## src/rtl/uart_pkg.sv

```systemverilog
// Shared definitions for the board UART byte transmitter and receiver.
package uart_pkg;

    typedef enum logic [1:0] {
        IDLE,
        START,
        DATA,
        STOP
    } uart_state_t;

    localparam int UART_DATA_BITS = 8;

    // Last value of the bit-period counter; TX and RX must agree on this.
    function automatic int baud_mcnt(input int clock_freq, input int baud);
        return clock_freq / baud - 1;
    endfunction

endpackage

```

## src/rtl/uart_rx_sync.sv

```systemverilog
// Brings the asynchronous uart_rx pin into the clock domain and flags
// its high-to-low transitions for the receive FSM.
module uart_rx_sync (
    input  logic clk,
    input  logic reset,
    input  logic i_rx,
    output logic o_rx_s,
    output logic o_fall
);

    logic r_meta;
    logic r_sync;
    logic r_dly;

    // Reset to the idle-high level so leaving reset never looks like a start edge.
    always_ff @(posedge clk) begin
        if (reset) begin
            r_meta <= 1'b1;
            r_sync <= 1'b1;
            r_dly  <= 1'b1;
        end else begin
            // NOTE: non-blocking assignments keep this a true three-stage chain.
            r_meta <= i_rx;
            r_sync <= r_meta;
            r_dly  <= r_sync;
        end
    end

    assign o_rx_s = r_sync;
    assign o_fall = r_dly & ~r_sync;

endmodule

```

## src/rtl/uart_byte_rx.sv

```systemverilog
// 8N1 UART byte receiver with one-cycle rx_done / frame_err strobes.
// Define UART_RX_MAJORITY_EN for 2-of-3 majority sampling around mid-bit.
module uart_byte_rx
    import uart_pkg::*;
#(
    parameter int clock_freq = 50_000_000,
    parameter int baud       = 9600,
    parameter int mcnt_baud  = baud_mcnt(clock_freq, baud),
    parameter int mcnt_mid   = mcnt_baud / 2
) (
    input  logic       clk,
    input  logic       reset,
    input  logic       uart_rx,
    output logic [7:0] data,
    output logic       rx_done,
    output logic       frame_err
);

    localparam logic [29:0] C_MCNT_BAUD = 30'(mcnt_baud);
    localparam logic [29:0] C_MID       = 30'(mcnt_mid);
    localparam logic [3:0]  C_LAST_BIT  = 4'(UART_DATA_BITS - 1);

    logic        w_rx_s;
    logic        w_fall;
    logic        w_bit;

    uart_state_t r_state;
    logic [29:0] r_baud_cnt;
    logic [3:0]  r_bit_cnt;
    logic [UART_DATA_BITS-1:0] r_shift_reg;

    uart_rx_sync u_sync (
        .clk    (clk),
        .reset  (reset),
        .i_rx   (uart_rx),
        .o_rx_s (w_rx_s),
        .o_fall (w_fall)
    );

`ifdef UART_RX_MAJORITY_EN
    // Decisions wait one extra count so the third sample is available.
    localparam logic [29:0] C_SAMPLE = C_MID + 30'd1;

    logic r_maj_a;
    logic r_maj_b;

    always_ff @(posedge clk) begin
        if (reset) begin
            r_maj_a <= 1'b1;
            r_maj_b <= 1'b1;
        end else begin
            if (r_baud_cnt == C_MID - 30'd1) r_maj_a <= w_rx_s;
            if (r_baud_cnt == C_MID)         r_maj_b <= w_rx_s;
        end
    end

    assign w_bit = (r_maj_a & r_maj_b) | (r_maj_a & w_rx_s) | (r_maj_b & w_rx_s);
`else
    localparam logic [29:0] C_SAMPLE = C_MID;

    assign w_bit = w_rx_s;
`endif

    // NOTE: r_shift_reg carries no reset; it is always fully rewritten before data loads it.
    always_ff @(posedge clk) begin
        if (reset) begin
            r_state    <= IDLE;
            r_baud_cnt <= '0;
            r_bit_cnt  <= '0;
            data       <= '0;
            rx_done    <= 1'b0;
            frame_err  <= 1'b0;
        end else begin
            rx_done   <= 1'b0;
            frame_err <= 1'b0;

            if (r_state == IDLE || r_baud_cnt == C_MCNT_BAUD)
                r_baud_cnt <= '0;
            else
                r_baud_cnt <= r_baud_cnt + 30'd1;

            case (r_state)
                IDLE: begin
                    if (w_fall) r_state <= START;
                end
                START: begin
                    if (r_baud_cnt == C_SAMPLE && w_bit) begin
                        r_state    <= IDLE;
                        r_baud_cnt <= '0;
                    end else if (r_baud_cnt == C_MCNT_BAUD) begin
                        r_state   <= DATA;
                        r_bit_cnt <= '0;
                    end
                end
                DATA: begin
                    if (r_baud_cnt == C_SAMPLE)
                        r_shift_reg[r_bit_cnt[2:0]] <= w_bit;
                    if (r_baud_cnt == C_MCNT_BAUD) begin
                        if (r_bit_cnt == C_LAST_BIT)
                            r_state <= STOP;
                        else
                            r_bit_cnt <= r_bit_cnt + 4'd1;
                    end
                end
                STOP: begin
                    // Leave half a bit early so a back-to-back start edge is caught.
                    if (r_baud_cnt == C_SAMPLE) begin
                        r_state    <= IDLE;
                        r_baud_cnt <= '0;
                        if (w_bit) begin
                            data    <= r_shift_reg;
                            rx_done <= 1'b1;
                        end else begin
                            frame_err <= 1'b1;
                        end
                    end
                end
                default: r_state <= IDLE;
            endcase
        end
    end

endmodule

```

## config.mk

```make
export PLATFORM = sky130hd
export DESIGN_NAME = uart_byte_rx
export DESIGN_NICKNAME = d
export VERILOG_FILES = /design/src/rtl/uart_pkg.sv /design/src/rtl/uart_rx_sync.sv /design/src/rtl/uart_byte_rx.sv
export SDC_FILE = /design/constraint.sdc
export NUM_CORES = 1
export LEC_CHECK = 0
export CORE_UTILIZATION = 50
export CTS_CLUSTER_SIZE = 28
export DETAILED_ROUTE_END_ITERATION = 10
export PLACE_DENSITY = 0.81
export SYNTH_ARGS = -nofsm -noshare
export SYNTH_HDL_FRONTEND = slang
export SYNTH_HIERARCHICAL = 1
export SYNTH_SLANG_ARGS = --single-unit
```

## constraint.sdc

```tcl
create_clock -name clk -period 2.4 [get_ports clk]
set_input_delay 0.72 -clock clk [delete_from_list [all_inputs] [get_ports clk]]
set_output_delay 0.72 -clock clk [all_outputs]
set_load 0.01 [all_outputs]
```

# Word level (Yosys, flattened, before mapping)
# Cells that the tools add are included.
[op_classes] shift=0 n_addsub=2 muxes=21 reduce_logical=10 n_lt_le_gt_ge=2 n_mul=0 div_mod_pow=0 bitwise_logic=5 eq_ne=14
[op_table] op="30-bit 2-to-1 mux" count=3
[op_table] op="30-bit one-hot mux with 2 select lines" count=1
[op_table] op="30-bit by 1-bit adder with 30-bit output (second input constant)" count=1
[op_table] op="30-bit by 12-bit == test with 1-bit output (second input constant)" count=1
[op_table] op="30-bit by 13-bit == test with 1-bit output (second input constant)" count=1
[op_table] op="4-bit 2-to-1 mux" count=4
[op_table] op="2-bit 2-to-1 mux" count=6
[op_table] op="2-bit inequality test (second input constant)" count=6
[op_table] op="5-bit AND reduction" count=2
[op_table] op="8-bit bitwise mux" count=1
[op_table] op="2-bit one-hot mux with 4 select lines" count=1
[op_table] op="4-bit one-hot mux with 2 select lines" count=1
[op_table] op="3-bit AND reduction" count=2
[op_table] op="4-bit by 1-bit adder with 4-bit output (second input constant)" count=1
[op_table] op="2-bit == test (second input constant)" count=2
[op_table] op="4-bit by 3-bit == test with 1-bit output (second input constant)" count=1
[op_table] op="3-bit by 4-bit less-than comparator with 1-bit output (second input constant)" count=1
[op_table] op="1-bit NOT" count=4
[op_table] op="1-bit demux with 3-bit select" count=1
[op_table] op="3-bit by 1-bit greater-or-equal comparator with 1-bit output (second input constant)" count=1
[op_table] op="1-bit 2-to-1 mux" count=3
[op_table] op="3-bit inequality test (second input constant)" count=1
[op_table] op="3-bit OR reduction" count=1
[op_table] op="2-bit by 1-bit == test with 1-bit output (second input constant)" count=1
[op_table] op="6 further kinds" count=7
[totals] input_bits=3 ramBits=0 mem_bits_ro=0 regBits=57 output_inout_bits=10 latchBits=0 mem_count=0

# Longest topological paths before layout
# Gate-level depths: netlist of run 1.
[depth] depth_word=5 ltp_mapped=7 mapped_depth_nobuf=6

# By module
# Netlist of run 1, hierarchy kept.
[modules_own_cells] module="uart_byte_rx" seq_area_each_um2=1161.1 n_inst=1 area_each_um2=2477.4 cells_per_inst=274
[modules_own_cells] module="uart_rx_sync" seq_area_each_um2=60.1 n_inst=1 area_each_um2=85.1 cells_per_inst=7

# Worst setup path after synthesis of run 1
# OpenSTA, ideal clock, no wires.
[synth_timing] path_type="in2reg" from="in reset" to="reg r_shift_reg[2], enable pin" setup_ps=305 cell_stages=5 arrival_time_ps=2041 slack_ps=54 required_ps=2095 path_cell_list="clkbuf_1 -> or4_1 -> buf_2 -> or3b_4 -> nor3_2"
[synth_between] elab_chain_len=2
[synth_lines] item="start, declared" line_no="uart_byte_rx.sv:12" source="input logic reset,"
[synth_lines] item="1-bit NOT (no line)"
[synth_lines] item="3-bit AND reduction (no line)"
[synth_lines] item="end signal, assigned by index" line_no="uart_byte_rx.sv:97" source="r_shift_reg[r_bit_cnt[2:0]] <= w_bit;"
[synth_lines] item="end, declared" line_no="uart_byte_rx.sv:30" source="logic [UART_DATA_BITS-1:0] r_shift_reg;"
# Every way passes these cells.
# A chain may end at the register's enable or synchronous reset.

# Worst setup path after layout of run 1
[layout_timing] from="reg r_baud_cnt[22]" to="reg r_shift_reg[2], enable pin"
[layout_between] elab_chain_len=2
[layout_lines] item="start, declared" line_no="uart_byte_rx.sv:28" source="logic [29:0] r_baud_cnt;"
[layout_lines] item="start signal, assigned" line_no="uart_byte_rx.sv:80" source="r_baud_cnt <= r_baud_cnt + 30'd1;"
[layout_lines] item="30-bit by 12-bit == test with 1-bit output" line_no="uart_byte_rx.sv:96" source="if (r_baud_cnt == C_SAMPLE)"
[layout_lines] item="3-bit AND reduction (no line)"
# Every way passes these cells.

==> results of run 1 <==
-- area by class of cell --
class / instances / area, µm²
Clock buffer: 10 / 127.6
Clock inverter: 6 / 106.4
Fill cell: 408 / 1733
Inverter: 3 / 11.26
Multi-Input combinational cell: 210 / 1294
Sequential cell: 57 / 1221
Tap cell: 67 / 83.83
Timing Repair Buffer: 28 / 240.2
-- worst max-delay path, cell delays in order, from the launching register on --
cell and delay (ns):
dfxtp_1 0.35, nor4_2 0.32, nand4_1 0.19, or4_1 0.58
or3b_4 0.43, nor3_2 0.12
-- cell usage after synthesis, types with 2 or more instances --
library cell / count / share of area [%]
inv_1: 2 / 0.29
nand3_1: 11 / 2.1
nor3_2: 2 / 0.78
mux2i_1: 8 / 3.1
xnor2_1: 7 / 2.4
nand2_1: 34 / 5.0
edfxtp_1: 8 / 9.4
xor2_1: 21 / 7.2
and4_1: 2 / 0.68
clkbuf_1: 9 / 1.3
and3_1: 2 / 0.49
ha_1: 2 / 0.98
nor4_1: 9 / 2.2
o21ai_0: 2 / 0.39
nand2b_1: 2 / 0.49
and4b_1: 2 / 0.78
and2_1: 3 / 0.73
nor2b_1: 2 / 0.49
a21oi_1: 4 / 0.78
nand4_1: 15 / 3.7
or3_1: 2 / 0.49
nor2_1: 46 / 6.7
a31oi_1: 2 / 0.49
o31ai_1: 3 / 0.88
nor3_1: 7 / 1.4
dfxtp_1: 49 / 38
or2_1: 3 / 0.73
-- routing by layer --
layer  track usage, %  share of wire [%]
met5                0                  0
met2            36.70                 52
met4            9.402                1.0
met3            5.898                4.0
met1            23.32                 43
-- worst min-delay path by stage --
| stage | start | to | cells past startpoint |
|---|---|---|---|
| 2_1_floorplan | u_sync/r_meta | u_sync/o_rx_s | 1 |
| 3_3_place_gp | u_sync/r_meta | u_sync/o_rx_s | 1 |
| 3_5_place_dp | u_sync/r_meta | u_sync/o_rx_s | 1 |
| 4_1_cts | u_sync/r_meta | u_sync/o_rx_s | 1 |
| 5_1_grt | u_sync/r_meta | u_sync/o_rx_s | 1 |
| 6_report | u_sync/r_meta | u_sync/o_rx_s | 1 |
-- cells in the final DEF (no fill, tap or decap), drive strengths merged, types with 2 or more instances in the layout --
cell type and count:
nor3 10, nor2b 2, edfxtp 8, clkbuf 10, and3 2, nand2b 2, nor2 46, and2 3
nand3 12, xnor2 7, and4 2, a21oi 4, or3 2, clkinv 3, o21ai 2, o31ai 3
inv 2, nand2 34, a31oi 2, and4b 2, nor4 10, buf 16, or2 4, nand4 15
xor2 21, bufinv 3, ha 2, dfxtp 49, mux2i 8, clkdlybuf4s50 12
-- per-stage QoR --
step / setup slack, ns / hold slack (ns)
finish: 0.1145 / 0.4080
global route: -0.007312 / 0.4470
detailed placement: -0.2172 / 0.3976
CTS: 0.07095 / 0.4152
floorplan: 0.05435 / 0.3854
global placement: -0.1833 / 0.3973
-- cells by family (layout without fill, tap and decap cells) --
family	count (synthesis)	after routing	synth area share, %
and+or+nand+nor	153	153	31.45
DFF	57	57	47.66
xor gates and xnor gates	28	28	9.570
AOI/OAI and AO/OA	19	19	5.127
buffers and inverters	14	47	2.099
muxes	8	8	3.125
adders and majority gates	2	2	0.9764
-- power groups by stage --
| stage | Clock [mW] | Combinational (mW) | Sequential [mW] |
|---|---|---|---|
| floorplan | 0 | 0.0208 | 0.993 |
| global placement | 0 | 0.0297 | 0.995 |
| global route | 1.12 | 0.0343 | 0.974 |
| detailed placement | 0 | 0.0306 | 0.995 |
| finish | 1.05 | 0.0304 | 0.974 |
| CTS | 1.07 | 0.0306 | 0.974 |
==> impl_metrics.json, run 1 <==
{
  "cts_setup_buffers": 0,
  "grt_pass1_wl_mm": 8.542,
  "coreArea_um2": 4817,
  "ioPinCount": 13,
  "worstSetupStartpointType": "register",
  "synth_nets": 286,
  "r2r_start": "r_baud_cnt[22]",
  "r2r_slack_ns": 0.11,
  "synthCells": 281,
  "setup_viol": 0,
  "vias": 2077,
  "die_w_um": 73.59,
  "p_total_mw": 2.059,
  "power.leakage_nw": 1.024,
  "area_delta_synth_final_pct": 20.36,
  "clkTransAtPathRegs_ns": 0.07,
  "p_per_area_nw_per_um2": 667.5,
  "nets": 314,
  "cts_root_buffer": "clkbuf_8",
  "fin_crit_ns": 2.286,
  "combPwrFrac_pct": 1.5,
  "place_inst": 365,
  "final_core_util_pct": 64.03,
  "yosys_warnings": 6,
  "path_class": "register to register",
  "cts_sinks": 57,
  "endpoint_kind": "register",
  "status": "complete, no violations",
  "switching_share_pct": 19.11,
  "cp-endpoint": "r_shift_reg[2]",
  "io_buffers": 12,
  "synth_flop_cell": "dfxtp_1",
  "reg2regPathDepth": 5,
  "dieArea_um2": 5415,
  "wl_per_cell_um": 12.95,
  "relSlewSlack_pct": 60.71,
  "cts_hold_buf": 0,
  "synth_edf_count": 8,
  "antenna_left": 0,
  "syn-mean-instance-area_um2": 9.119,
  "r2r_end": "r_shift_reg[2]",
  "largest_reg_flops": 30,
  "worst-slew-pin-transition_ns": 0.5862,
  "dpl_cell_area_um2": 2844,
  "p_sw_mw": 0.3933,
  "internal_power_mw": 1.665,
  "dp_hpwl_mm": 3.361,
  "dieHeight_um": 73.59,
  "antenna_found_initial": 0,
  "n_antenna_cell": 0,
  "cts_resized": 0,
  "grt.total_usage_pct": 20.87,
  "grt_max_degree": 31,
  "fin_tns_setup_ns": 0,
  "final_cells": 381,
  "avgViaCountPerCell": 5.451,
  "crit_start": "r_baud_cnt[22]",
  "synth_cell_types": 49,
  "drc": 0,
  "post-route-period-util_pct": 95.23,
  "maxCapViolations": 0,
  "hp-class": "register to register",
  "h-tree-depth": 3,
  "fin_area_um2": 3084,
  "fp-row-count": 25,
  "cp_max_fo": 4,
  "wirelength_mm": 4.935,
  "synth-seq-cells": 57,
  "cts-buffers-inserted": 9,
  "clock_latency_ns": 0.33,
  "drv_slew": 0,
  "seq_area_frac_synth_pct": 47.66,
  "synthArstFlopShare_pct": 0,
  "vdd_drop_max_uv": 467.4,
  "grt_pass1_vias": 1992,
  "power.share.clock_pct": 51.2,
  "initial_core_util_pct": 53.19,
  "tritoncts": "yes",
  "arrival_ns": 2.33,
  "drt_first_pass_iters": 4,
  "clockBufferDepth": 2,
  "netlist_area_um2": 2562,
  "required_ns": 2.44,
  "hold_viol_final": 0,
  "seq_power_share_pct": 47.3,
  "overflow": 0,
  "final_layout_size_suffix_gt1_share_pct": 12.74,
  "gp_congestion": 0.8586,
  "drtIter0Drc": 182,
  "clock_skew_ns": 0.008132,
  "fmax_mhz": 437.5
}
Note: power is estimated with default switching activity, not from simulation.
==> run 2, diff against run 1 <==
--- a/config.mk
+++ b/config.mk
@@ -5,10 +5,11 @@
 export SDC_FILE = /design/constraint.sdc
 export NUM_CORES = 1
 export LEC_CHECK = 0
-export CORE_UTILIZATION = 50
+export CORE_UTILIZATION = 45
 export CTS_CLUSTER_SIZE = 28
 export DETAILED_ROUTE_END_ITERATION = 10
-export PLACE_DENSITY = 0.81
+export GPL_TIMING_DRIVEN = 0
+export PLACE_DENSITY = 0.75
 export SYNTH_ARGS = -nofsm -noshare
 export SYNTH_HDL_FRONTEND = slang
 export SYNTH_HIERARCHICAL = 1
==> impl_metrics.json, run 2 (synthesis gave the netlist of run 1 again) <==
{
  "crit_start": "r_baud_cnt[8]",
  "wl_per_cell_um": 13.16,
  "dieArea_um2": 6000,
  "grt_pass1_wl_mm": 8.625,
  "vias": 2027,
  "nets": 311,
  "seq_power_share_pct": 48.9,
  "path_delay_family": "simple AND/OR/NAND/NOR gates",
  "cts_root_buffer": "clkbuf_8",
  "area_delta_synth_final_pct": 20.21,
  "arrival_ns": 2.37,
  "hold_ws_ns": 0.4094,
  "cpPeakStageDelay_ns": 0.63,
  "cts-buffers-inserted": 9,
  "clock_latency_ns": 0.34,
  "n_antenna_cell": 0,
  "fp-row-count": 27,
  "worstSetupStartpointType": "register",
  "drc": 2,
  "path_buf_inv": 0,
  "place_inst": 365,
  "p_total_mw": 1.988,
  "rsz0062_at_grt": "false",
  "ioPinCount": 13,
  "grt_max_degree": 16,
  "cp_slowest_cell": "or4_4",
  "gr-usage-met2_pct": 30.53,
  "combPwrFrac_pct": 1.7,
  "status": "finished, violations left",
  "vdd_drop_max_uv": 353.6,
  "tritoncts": "yes",
  "clkTransAtPathRegs_ns": 0.07,
  "dpl_cell_area_um2": 2773,
  "fmax_mhz": 430.5,
  "switching_share_pct": 21.31,
  "grtUsageMet1_pct": 21.27,
  "internal_power_mw": 1.564,
  "drtIter0Drc": 104,
  "worst-slew-pin-transition_ns": 0.9258,
  "maxCapViolations": 0,
  "hp-class": "register to register",
  "dp_hpwl_mm": 3.292,
  "busiest_layer": "met2",
  "clockBufferDepth": 2,
  "clock_skew_ns": 0.007939,
  "path_class": "register to register",
  "power.share.clock_pct": 49.4,
  "drt_first_pass_iters": 7,
  "overflow": 0,
  "coreArea_um2": 5507,
  "hold_viol_final": 0,
  "grt_pass1_vias": 1910,
  "endpoint_kind": "register",
  "antenna_left": 0,
  "grt.total_usage_pct": 18.82,
  "fin_crit_ns": 2.323,
  "final_common_cell": "nor2_1",
  "gp_congestion": 0.8648,
  "dieHeight_um": 77.46,
  "wirelength_mm": 5.040,
  "fin_area_um2": 3080,
  "io_buffers": 12,
  "final_layout_size_suffix_gt1_share_pct": 14.15,
  "drv_slew": 0,
  "required_ns": 2.44,
  "largest_reg_flops": 30,
  "grt_use_met3_pct": 8.118,
  "final_cell_mix": "45 x nor2_1, 42 x dfxtp_1, 34 x nand2_1",
  "p_sw_mw": 0.4237,
  "power.leakage_nw": 0.9806,
  "cts_sinks": 57,
  "cp_max_fo": 7,
  "setup_viol": 0,
  "r2r_start": "r_baud_cnt[8]",
  "h-tree-depth": 3,
  "final_cells": 383,
  "p_per_area_nw_per_um2": 645.3,
  "min_from": "u_sync/r_meta",
  "cp_cell_sequence": "nor4_2 > nand4_1 > or4_4 > or3b_4 > nor3_2",
  "pre_cts_ws_ns": -0.5430,
  "die_w_um": 77.46,
  "relSlewSlack_pct": 37.81,
  "post-route-period-util_pct": 96.78,
  "initial_core_util_pct": 46.53,
  "violations": "DRC",
  "antenna_found_initial": 0,
  "fin_ws_ns": 0.07726,
  "avgViaCountPerCell": 5.292
}
## run 2: cell types whose count changed in the layout (fill, tap and decap cells not counted), sizes merged
| cell | previous run | this run |
|---|---|---|
| clkbuf | 10 | 18 |
| clkdlybuf4s50 | 12 | 11 |
| inv | 2 | 3 |
| bufinv | 3 | 2 |
| dlygate4sd2 | 0 | 1 |
| clkinvlp | 1 | 2 |
| buf | 16 | 4 |
## run 2: stage by stage
step	util [%]	TNS [ns]
after floorplan	-	0
after global placement	50.35	-4.308
after detailed placement	50.35	-4.380
after CTS	54.87	0
after global routing	55.94	0
final	55.94	0
## run 2: final timing paths
| kind | cells after the start | endpoint | slack [ns] |
|---|---|---|---|
| worst min-delay path | 1 | u_sync/o_rx_s | 0.41 |
| worst max register to register | 5 | r_shift_reg[2] | 0.08 |
| worst min register to register | 1 | u_sync/o_rx_s | 0.41 |
| worst max-delay path | 5 | r_shift_reg[2] | 0.08 |
## run 2: what timing repair did
| action | 4_1_cts | 5_1_grt |
|---|---|---|
| gates resized for setup | 7 | 16 |
| endpoints found under the setup margin | 4 | 7 |
| buffers inserted | 1 | 2 |
| hold buffers | 0 | 0 |
| pin swaps | 1 | 5 |
## run 2: worst register-to-register path: stages, from the launching register on
cell and delay, ns:
dfxtp_1 0.37, nor4_2 0.28, nand4_1 0.20, or4_4 0.63, or3b_4 0.43, nor3_2 0.12
## run 2: layer usage
layer,share of wire [%],vias up,wire [µm]
met4,2.2,0,112
met5,0,-,0
met3,4.1,9,208
met1,45,945,2270
met2,49,32,2449
li1,-,1041,-
## run 2: area by class of cell
type,count,area [µm²]
buffer,10,47.55
clock buffer,9,123.9
clock inverter,7,93.84
fill,476,2426
inverter,3,11.26
multi-input combinational,210,1340
sequential,57,1232
tap,72,90.09
timing repair buffer,15,141.4
## run 2: power groups by stage
stage	Sequential, mW	Combinational [mW]	Clock (mW)
after detailed placement	0.994	0.0308	0
after floorplan	0.993	0.0208	0
after global routing	0.972	0.0380	1.06
final	0.972	0.0337	0.982
after global placement	0.994	0.0306	0
after CTS	0.973	0.0336	1.01
